[src/rtl/mii_pkg.sv]
// mii_pkg: shared code points, FSM state and word-kind enums for the MII checker.
package mii_pkg;

    localparam logic [7:0] IDLE_CODE  = 8'h07;
    localparam logic [7:0] START_CODE = 8'hFB;
    localparam logic [7:0] TERM_CODE  = 8'hFD;
    localparam logic [7:0] DATA_BYTE  = 8'hAA;

    typedef enum logic {
        ST_IDLE,
        ST_PAYLOAD
    } state_t;

    typedef enum logic [2:0] {
        K_IDLE,
        K_START,
        K_DATA,
        K_TERM,
        K_INVALID
    } kind_t;

    // 16-bit add that sticks at 0xFFFF instead of wrapping
    function automatic logic [15:0] sat_add16(input logic [15:0] a, input logic [15:0] b);
        logic [16:0] s;
        s = {1'b0, a} + {1'b0, b};
        return s[16] ? 16'hFFFF : s[15:0];
    endfunction

endpackage

[src/rtl/mii_word_decode.sv]
// mii_word_decode: combinational classifier for one received word.
// Reports the word kind, the terminate lane and whether every payload byte
// carried in the word equals DATA_BYTE.
module mii_word_decode
    import mii_pkg::*;
#(
    parameter int DATA_WIDTH = 64,
    parameter int CTRL_WIDTH = 8,
    parameter int LANE_W     = $clog2(CTRL_WIDTH)
) (
    input  logic [DATA_WIDTH-1:0] data,
    input  logic [CTRL_WIDTH-1:0] ctrl,
    output kind_t                 kind,
    output logic [LANE_W-1:0]     term_lane,
    output logic                  pat_ok
);

    localparam logic [CTRL_WIDTH-1:0] START_CTRL = CTRL_WIDTH'(1);

    int unsigned k;
    logic        found;
    logic        all_idle;
    logic        term_ok;
    logic        payload;

    // Classify the word; the lowest set ctrl bit is the terminate candidate
    always_comb begin
        all_idle = 1'b1;
        found    = 1'b0;
        k        = 0;
        term_ok  = 1'b0;
        payload  = 1'b0;
        pat_ok   = 1'b1;
        kind     = K_INVALID;

        for (int unsigned i = 0; i < CTRL_WIDTH; i++) begin
            if (data[8*i +: 8] != IDLE_CODE) all_idle = 1'b0;
            if (!found && ctrl[i]) begin
                found = 1'b1;
                k     = i;
            end
        end

        term_ok = found && (data[8*k +: 8] == TERM_CODE);
        for (int unsigned i = 0; i < CTRL_WIDTH; i++) begin
            if (i > k && data[8*i +: 8] != IDLE_CODE) term_ok = 1'b0;
        end

        if (&ctrl && all_idle)
            kind = K_IDLE;
        else if (ctrl == START_CTRL && data[7:0] == START_CODE)
            kind = K_START;
        else if (ctrl == '0)
            kind = K_DATA;
        else if (term_ok)
            kind = K_TERM;

        for (int unsigned i = 0; i < CTRL_WIDTH; i++) begin
            payload = (kind == K_START && i >= 1) || (kind == K_DATA) ||
                      (kind == K_TERM && i < k);
            if (payload && data[8*i +: 8] != DATA_BYTE) pat_ok = 1'b0;
        end

        term_lane = LANE_W'(k);
    end

endmodule

[config.mk]
export PLATFORM = sky130hd
export DESIGN_NAME = mii_word_decode
export DESIGN_NICKNAME = d
export VERILOG_FILES = /design/src/rtl/mii_pkg.sv /design/src/rtl/mii_word_decode.sv
export SDC_FILE = /design/constraint.sdc
export NUM_CORES = 1
export LEC_CHECK = 0
export ABC_AREA = 1
export BUFFER_PORTS_ARGS = -buffer_cell sky130_fd_sc_hd__buf_2
export CORE_MARGIN = 1.5
export CORE_UTILIZATION = 44
export DETAILED_ROUTE_END_ITERATION = 7
export PLACE_DENSITY = 0.83
export SETUP_SLACK_MARGIN = 0.3
export SLEW_MARGIN = 20
export SYNTH_ARGS = -nofsm -noshare
export SYNTH_HDL_FRONTEND = slang
export SYNTH_SLANG_ARGS = --single-unit
[constraint.sdc]
create_clock -name vclk -period 3.4
set_input_delay 1.02 -clock vclk [all_inputs]
set_output_delay 1.02 -clock vclk [all_outputs]
set_load 0.1 [all_outputs]
After elaboration in Yosys (flattened, before gate mapping)
Cells that the tools add are included.
{ "word_totals": {"ff_bits": 0, "latchBits": 0, "ram_bits": 0, "rom_bits": 0, "in_bits": 72, "output_inout_bits": 7, "memories": 0} }
{ "classes": {"add_sub_neg": 0, "mul": 0, "div_mod_pow": 0, "order_cmp": 16, "n_eq_ne": 22, "n_shift": 1, "muxes": 43, "n_bitwise": 0, "reduce_logical": 52} }
{ "op_table": {"columns": ["operator", "n"], "rows": [
  ["$gt 3x32->1 const A", 4],
  ["$lt 3x32->1 const A", 4],
  ["$mux 32", 4],
  ["$gt 1x32->1 const A", 2],
  ["$gt 2x32->1 const A", 2],
  ["$lt 1x32->1 const A", 2],
  ["$lt 2x32->1 const A", 2],
  ["$ne 8x3->1 const B", 8],
  ["$ne 8x8->1 const B", 8],
  ["$shiftx 64x33->8", 1],
  ["$logic_and 1x1->1", 34],
  ["$mux 1", 33],
  ["$eq 8x8->1 const B", 2],
  ["$mux 3", 4],
  ["$logic_or 1x1->1", 9],
  ["$eq 8x1->1 const B", 1],
  ["$logic_not 8->1", 1],
  ["$reduce_and 8->1", 1],
  ["$logic_not 1->1", 7],
  ["$eq 3x2->1 const B", 2],
  ["$mux 2", 2],
  ["$eq 3x1->1 const B", 1]
]} }

Longest topological paths before layout
Gate-level depths: netlist (run 1).
{ "depth": {"word_depth": 49, "depth_mapped": 15, "mapped_depth_nobuf": 15} }

Least setup slack after synthesis (run 1)
Ideal clock, no wire load.
{ "synth_timing": {"kind": "in2out", "start": "input port ctrl[5]", "end": "output port kind[0]", "arrival_ns": 4.280, "slack_ns": -1.900, "cell_stages": 7, "path_buffers": 0, "cell_sequence": "nor2_2 -> nand3_2 -> nand2_4 -> inv_1 -> nand3_1 -> nand3_2 -> o21ai_0"} }
{ "synth_between": {"elab_chain_cells": 23} }
{ "synth_lines": {"columns": ["item", "line", "text"], "rows": [
  ["start, declared", "mii_word_decode.sv:12", "input logic [CTRL_WIDTH-1:0] ctrl,"],
  ["$logic_and 1x1->1 (*)", "mii_word_decode.sv:38", "if (!found && ctrl[i]) begin"],
  ["$mux 1", "mii_word_decode.sv:38", null],
  ["$logic_not 1->1", "mii_word_decode.sv:38", null],
  ["$logic_and 1x1->1", "mii_word_decode.sv:38", null],
  ["$mux 1", "mii_word_decode.sv:38", null],
  ["$logic_not 1->1", "mii_word_decode.sv:38", null],
  ["$logic_and 1x1->1", "mii_word_decode.sv:38", null],
  ["$mux 32 (*)", "mii_word_decode.sv:38", null],
  ["via term_lane[2]", "mii_word_decode.sv:14", "output logic [LANE_W-1:0] term_lane,"],
  ["[... 1 more ...]", null, null],
  ["$eq 8x8->1", "mii_word_decode.sv:44", "term_ok = found && (data[8*k +: 8] == TERM_CODE);"],
  ["$logic_and 1x1->1", "mii_word_decode.sv:44", null],
  ["$mux 1 (7 in a row)", "mii_word_decode.sv:46", "if (i > k && data[8*i +: 8] != IDLE_CODE) term_ok = 1'b0;"],
  ["$mux 1 (*)", "mii_word_decode.sv:46", null],
  ["$mux 3 (*)", "mii_word_decode.sv:55", "else if (term_ok)"],
  ["$mux 3 (*)", "mii_word_decode.sv:53", "else if (ctrl == '0)"],
  ["$mux 3 (*)", "mii_word_decode.sv:51", "else if (ctrl == START_CTRL && data[7:0] == START_CODE)"],
  ["$mux 3 (*)", "mii_word_decode.sv:49", "if (&ctrl && all_idle)"],
  ["end, declared", "mii_word_decode.sv:13", "output kind_t kind,"]
]} }
Mark *: on every way through the listed nets, which the timed path passes. The rest lies on a longest branch.

Worst setup path in the final report (run 1)
{ "layout_timing": {"start": "input port ctrl[2]", "end": "output port pat_ok"} }
{ "layout_between": {"elab_chain_cells": 44} }
{ "layout_lines": {"columns": ["item", "line", "text"], "rows": [
  ["$logic_and 1x1->1", "mii_word_decode.sv:38", null],
  ["$mux 1", "mii_word_decode.sv:38", null],
  ["$logic_not 1->1", "mii_word_decode.sv:38", null],
  ["$logic_and 1x1->1", "mii_word_decode.sv:38", null],
  ["$mux 1", "mii_word_decode.sv:38", null],
  ["$logic_not 1->1", "mii_word_decode.sv:38", null],
  ["$logic_and 1x1->1", "mii_word_decode.sv:38", null],
  ["$mux 1", "mii_word_decode.sv:38", null],
  ["[... 22 more ...]", null, null],
  ["$mux 3", "mii_word_decode.sv:51", null],
  ["$mux 3", "mii_word_decode.sv:49", null],
  ["$eq 3x2->1", "mii_word_decode.sv:60", "(kind == K_TERM && i < k);"],
  ["$logic_and 1x1->1", "mii_word_decode.sv:60", null],
  ["$logic_or 1x1->1", "mii_word_decode.sv:59", "payload = (kind == K_START && i >= 1) || (kind == K_DATA) ||"],
  ["$logic_and 1x1->1", "mii_word_decode.sv:61", "if (payload && data[8*i +: 8] != DATA_BYTE) pat_ok = 1'b0;"],
  ["$mux 1 (7 in a row)", "mii_word_decode.sv:61", null],
  ["$mux 1 (*)", "mii_word_decode.sv:61", null],
  ["end, declared", "mii_word_decode.sv:15", "output logic pat_ok"]
]} }
Mark *: on every way between the ends. The rest lies on a longest branch, timed or not.

==> run metrics, run 1 <==
routed length per placed instance=15.1 microns; Layout area overhead=93.0%; max-cap violations=0; area of the core=between 0.002 and 0.0025 sq mm; die area=about 0.0029 sq mm; NumNets Final=around 420; Post-Place Cell Area=around 0.002 sq mm; violated checks=negative setup slack; vias per cell=slightly below 6; combinational share of power=between 90% and 100%; Avg Inst Size Synth=~4.9 sq um; most frequent cells in the layout=69 x buf_2, 57 x nand2_1, 34 x inv_1; FILL cells=roughly 130; cell count after synthesis=about 230; Max Clk Rate=approximately 260 MHz; initial antenna violation count=0; Relative slew margins=roughly 65%; Post-CTS Hold Buffers=0; P_int=0.0963 mW; Detailed Routing Iterations Pass 1=5; fin worst setup slack=-420 ps; Antenna diodes=0; sequential share of power=0%; Slew Viols, Final=0; global-route wire length before repair=approximately 7.0 mm; RSZ-0062 raised after global routing=yes; Multi-input gate area=around 0.0011 sq mm; # rows=18; DP Wirelength=around 3.5 mm; leading cell type in the layout, fill and taps excluded=buf_2; share of total power in the clock network=0%; P per Cell Area=about 100 mW/mm^2; worst-path cell chain=buf_8 -> nor2_4 -> nand2_2 -> nand2_4 -> nand2_2 -> buf_4 -> o31ai_1 -> nand3_1 -> nor2_1 -> o211ai_1 -> nand2_1 -> nand2_2 -> nor2_4 -> buf_12; seq_cells=0; Final Power=approximately 0.21 mW; Final setup viols=5; fraction of layout cells with a size suffix above 1=between 40% and 50%; FF/Latch Area=0 sq um; Lkg Pwr=1.20 nW; most used cell, CP=nand2_2; post-route antenna net violation count=0; GPL Wtd Cong=between 0.8 and 0.9; final count of hold timing violations=0; Yosys cell types=22; post-synthesis sequential area ratio=0%; switching share of power=54.8%; Finished Cell Area=0.00218 sq mm; Setup crit start kind=input port; clock buffers=0; worst-margin pin slew=524 ps; Total GRT Usage=approximately a third; io pins=79; Starting Density=between 40% and 50%; cell count of the worst hold path=6; total nets after synthesis=303; CP arrival=around 2800 ps; Die Wd=approximately 54 microns; largest fanout on the critical path=7; port bufs=79; Switch Pwr=approximately 0.12 mW; Critical Path Max Stage Delay=~220 ps; Peak VDD IR=around 0.099 mV; final WL=approximately 5.7 mm; Starting DRT DRC Count=about 120; Worst Setup End Kind=output pin; vias=2201; crit-path leading delay family=simple AND/OR/NAND/NOR gates; crit path max-delay cell type=nor2_4; Yosys warning count=0; Worst Hold Path EP=pat_ok; crit path time final=3820 ps; GR Overflow Total=0; Mapped Area=roughly 0.0011 sq mm; period utilization=112%; Req. time, crit path=2380 ps; Buf+Inv Stages, Crit Path=3; worst min path class=in -> out; Setup TNS=-1550 ps; outcome=finished, violations left; largest net degree at the start of global routing=8; # DRC=0; HP Start=data[5]; die height=roughly 54 microns; vias in the first global route=around 1800; Worst Path Class, Setup=in -> out
cell type report:
cell class / count / share of cell area, %
repair buffers: 119 / 39.9
well taps: 30 / 1.72
multi-input cells: 191 / 50.9
inverters: 40 / 7.52
power groups by stage:
stage          clock [mW]  sequential, mW  combinational, mW
2_1_floorplan           0               0             0.0751
3_3_place_gp            0               0              0.165
3_5_place_dp            0               0              0.169
4_1_cts                 0               0              0.182
5_1_grt                 0               0              0.228
6_report                0               0              0.213
cells in the mapped netlist (all sizes together):
master	count	area share, %
a21oi	1	0.44
clkinv	1	0.33
inv	39	13
nand2	72	27
nand3	26	14
nand4	20	11
nor2	38	16
nor3	17	7.5
nor3b	1	1.1
nor4	9	5.0
o211ai	1	0.66
o21ai	2	0.89
o31ai	2	1.3
or2	1	0.55
or4	1	1.0
layer usage:
layer	part of all wire, %	GRT usage (%)
met4	7.8	13.7
met3	9.7	4.17
met1	34	32.3
met2	48	62.2
met5	0	0
repair_timing:
| item | in CTS | in global routing |
|---|---|---|
| resized for setup | 16 | 18 |
| hold endpoints to repair | 0 | 0 |
| cloned | 0 | 0 |
| buffers inserted | 5 | 7 |
| pin swaps | 3 | 5 |
| setup endpoints to repair | 4 | 7 |
kinds of logic (layout without fill, tap and decap cells):
group	count (synthesis)	after routing	share of synthesized area, %
and+or+nand+nor	185	185	83.4
buffers and inverters	40	159	13.3
AOI/OAI and AO/OA	6	6	3.32
worst max path at each step:
stage | start | endpoint | cells past startpoint
3_3_place_gp | ctrl[3] | pat_ok | 14
3_5_place_dp | ctrl[3] | pat_ok | 14
2_1_floorplan | ctrl[3] | kind[2] | 13
6_report | ctrl[2] | pat_ok | 14
4_1_cts | ctrl[3] | pat_ok | 15
5_1_grt | ctrl[5] | kind[2] | 13
worst min-delay path, stage by stage:
cell and delay (ps):
buf_2 110, nand4_1 80, nand2_1 80, nor2_4 130
nor2_4 50, buf_12 150
stage by stage:
step	setup slack, ps	std cells	utilization (%)	hold slack (ps)
after floorplan	-502	231	-	2380
after global placement	-263	368	79.5	2640
after detailed placement	-307	368	79.5	2630
after CTS	-218	373	84.2	2630
after global routing	-452	380	88.8	2670
final	-420	380	88.8	2650
(Power assumes the default switching activity.)
==> run 2, diff against run 1 <==
- ABC_AREA: 1 -> default
- CORE_UTILIZATION: 44 -> 39
- GPL_ROUTABILITY_DRIVEN: default -> 0
==> run 2 against run 1 <==
  * The flow now stops in global routing
  * Synthesized area shrank 27%
  * Synthesized cell count shrank 41%
==> run metrics, run 2 <==
area leader, netlist=nand4_1; Worst EP post-GRT repair=pat_ok; mux cell area share after synthesis=2.43% (+2.4 points); Compound-Gate Fraction of Synth Area=19.6% (+16 points); most common cell in the netlist=nor2_1; cell count after synthesis=136 (-41%); Synth top area share=9.10% (-12 points); die height=49.0 microns (-8.7%); Worst EP kind=output port; Adder-Cell Fraction of Synth Area=0% (unchanged); total nets after synthesis=208 (-31%); Starting Density=41.6% (-4.4 points); xor-xnor portion of the synthesized cell area=0% (unchanged); Post-Place Cell Area=0.00176 sq mm (-9.8%); io pins=79 (unchanged); Yosys warning count=0 (unchanged); Post-CTS Hold Buffers=0 (unchanged); Mapped Area=825 sq um (-27%); Yosys cell types=38 (+73%); # rows=16 (-2); error msg=[ERROR DPL-0038] Utilization greater than 100%, impossible to legalize; Synth area leaders=nand4_1 9.1%, nand3_1 8.5%, nor2_1 8.2%, nor3_1 7.3%, nand2_1 6.8%; Fail Step=global routing; post-synthesis sequential area ratio=0% (unchanged); Post-synth top cells=18 x nor2_1, 15 x nand2_1, 14 x nand3_1; largest family of logic cells by synthesized area=simple AND/OR/NAND/NOR gates; largest net degree at the start of global routing=8; Post-Synth Simple-Gate Area=75.7% (-7.7 points); outcome=did not finish; Die Wd=49.0 microns (-8.7%); port bufs=79 (unchanged); DP Wirelength=3.73 mm (+7.0%); Avg Inst Size Synth=6.06 sq um (+24%)
-- run 2: changes by cell type after synthesis, sizes merged, moves of 6 or more --
cell,change
nand3,-12
a21oi,+6
nand4,-8
inv,-34
nor2,-20
nand2,-57
-- run 2: timing repair --
action,CTS
setup buffers,3
resized for setup,20
endpoints found under the setup margin,7
pin swaps,8
-- run 2: per-stage QoR --
step | cells | setup TNS, ps | setup slack [ps]
floorplan | 136 | -2910 | -882
global placement | 287 | -2450 | -667
detailed placement | 287 | -2850 | -746
CTS | 290 | -2490 | -701
-- run 2: cell families after synthesis --
group           count (synthesis)
compound gates                 24
buf+inv                         5
mux                             2
simple gates                  105
==> run 3, diff against run 2 <==
- CORE_AREA: default -> 2 2 63 65
- CORE_MARGIN: 1.5 -> default
- CORE_UTILIZATION: 39 -> default
- DIE_AREA: default -> 0 0 65 67
- PLACE_DENSITY: 0.83 -> default
- PLACE_DENSITY_LB_ADDON: default -> 0.15
- SETUP_SLACK_MARGIN: 0.3 -> default
==> run 3 against run 2 <==
  * The flow now finishes, with violations (negative setup slack)
  * Synthesized area is the same
  * Synthesized cell count is the same
==> run metrics, run 3 <==
outcome=finished, violations left; violated checks=negative setup slack; # DRC=0; post-synthesis sequential area ratio=0% (unchanged); leading cell type in the layout, fill and taps excluded=buf_2; most frequent cells in the layout=68 x buf_2, 61 x buf_4, 18 x nor2_1; Total GRT Usage=16.4%; Final setup viols=4; GR Layer Usage met1=between 20% and 30%; # rows=22 (+6); NumNets Final=352; Peak VDD IR=0.0521 mV; final WL=3.81 mm; die area=approximately 0.0044 sq mm; cell count of the worst hold path=6; vias per cell=roughly 4.8; Worst Setup End Kind=output pin; Worst Path Class, Setup=in -> out; FF/Latch Area=0 sq um; die height=67 microns (+37%); initial antenna violation count=0; Lkg Pwr=0.949 nW; fraction of layout cells with a size suffix above 1=between 60% and 70%; clock buffers=0; GR Overflow Total=0; final hold slack=2680 ps; max-cap violations=0; vias in the first global route=between 1000 and 1500; Slew Viols, Final=0; port bufs=79 (unchanged); Max Clk Rate=between 200 and 250 MHz; crit path max-delay cell type=or4_4; CP arrival=3050 ps; Layout area overhead=145%; RSZ-0062 raised after global routing=yes; crit path time final=just over 4000 ps; Antenna diodes=0; Avg Inst Size Synth=6.06 sq um (unchanged); post-route antenna net violation count=0; worst min path class=in -> out; Worst setup endpoint=pat_ok; Post-synth top cells=18 x nor2_1, 15 x nand2_1, 14 x nand3_1; Final Power=~0.18 mW; most common cell in the netlist=nor2_1; P per Cell Area=around 90 mW/mm^2; fin worst setup slack=-673 ps; DP Wirelength=3.23 mm (-13%); final count of hold timing violations=0; Setup crit start kind=input port; pre-CTS setup slack=-716 ps (+30.1 ps); Mapped Area=825 sq um (unchanged); Relative slew margins=about three quarters; Req. time, crit path=approximately 2400 ps; Finished Cell Area=0.00202 sq mm; io pins=79 (unchanged); total nets after synthesis=208 (unchanged); Yosys warning count=0 (unchanged); Detailed Routing Iterations Pass 1=4; Synth top area share=9.10% (unchanged); worst-margin pin slew=391 ps; largest fanout on the critical path=2; vias=roughly 1600; FILL cells=roughly 350; Starting DRT DRC Count=50; seq_cells=0; routed length per placed instance=about 12 microns; Yosys cell types=38 (unchanged); global-route wire length before repair=around 5.9 mm; met2 GRT Util=a little under a third; Synth area leaders=nand4_1 9.1%, nand3_1 8.5%, nor2_1 8.2%, nor3_1 7.3%, nand2_1 6.8%; Die Wd=65 microns (+33%); Post-Place Cell Area=0.00187 sq mm (+6.1%); area of the core=about 0.0036 sq mm; critical path launch point=data[36]; Starting Density=22.9% (-19 points); largest net degree at the start of global routing=8; area leader, netlist=nand4_1; period utilization=120%; busiest grt layer=met2; Critical Path Max Stage Delay=around 500 ps; cell count after synthesis=136 (unchanged); GRT met3 Usage=less than 1%; worst-path cell chain=buf_2 -> or3b_4 -> or4_4 -> nor4b_4 -> buf_4 -> nand4_1 -> nor2_1 -> a21oi_1 -> a31oi_4 -> buf_12
-- run 3: per-stage QoR --
stage	TNS [ps]	std cells	utilization, %
floorplan	-2910	136	-
global placement	-2550	324	51.8
detailed placement	-2650	324	51.8
CTS	-2280	326	54.1
global route	-2710	326	56.0
finish	-2350	326	56.0
-- run 3: timing repair --
item / CTS / global route
setup endpoints to repair: 6 / 6
setup buffers: 2 / 0
cloned: 0 / 0
hold buffers: 0 / 0
resized for setup: 16 / 15
pin swaps: 12 / 5
-- run 3: layout make-up --
cell class	count	area, sq um	share of cell area [%]
timing repair buffer	142	997	49.3
multi-input combinational	131	941	46.6
tap	48	60.1	2.97
inverter	5	22.5	1.11
-- run 3: critical path: cells and delay by family --
| family | cells | cell delay, ps |
|---|---|---|
| and+or+nand+nor | 5 | 1360 |
| buffers and inverters | 3 | 430 |
| AOI/OAI and AO/OA | 2 | 240 |
-- run 3: worst min path at each step --
stage                     slack [ps]     start      end
after floorplan                 2440   data[1]  kind[0]
after global placement          2690  data[16]   pat_ok
after detailed placement        2690  data[16]   pat_ok
after CTS                       2680  data[16]   pat_ok
after global routing            2730  data[16]   pat_ok
final                           2680  data[16]   pat_ok
-- run 3: layer usage --
metal	part of all wire, %	wire (microns)	vias to the layer above
met2	50	1920	45
met4	0	0	0
met5	0	0	-
met3	4.1	155	0
met1	46	1740	696
li1	-	-	833
-- run 3: power by group --
| part | switching (mW) | total (mW) | internal [mW] |
|---|---|---|---|
| Combinational | 0.0838 | 0.179 | 0.0956 |
| Clock | 0 | 0 | 0 |
| Sequential | 0 | 0 | 0 |
-- run 3: cells by family (layout without fill, tap and decap cells) --
logic type      after synthesis  after routing  share of synthesized area [%]
buf+inv                       5            147                           2.28
compound gates               24             24                           19.6
simple gates                105            105                           75.7
mux                           2              2                           2.43
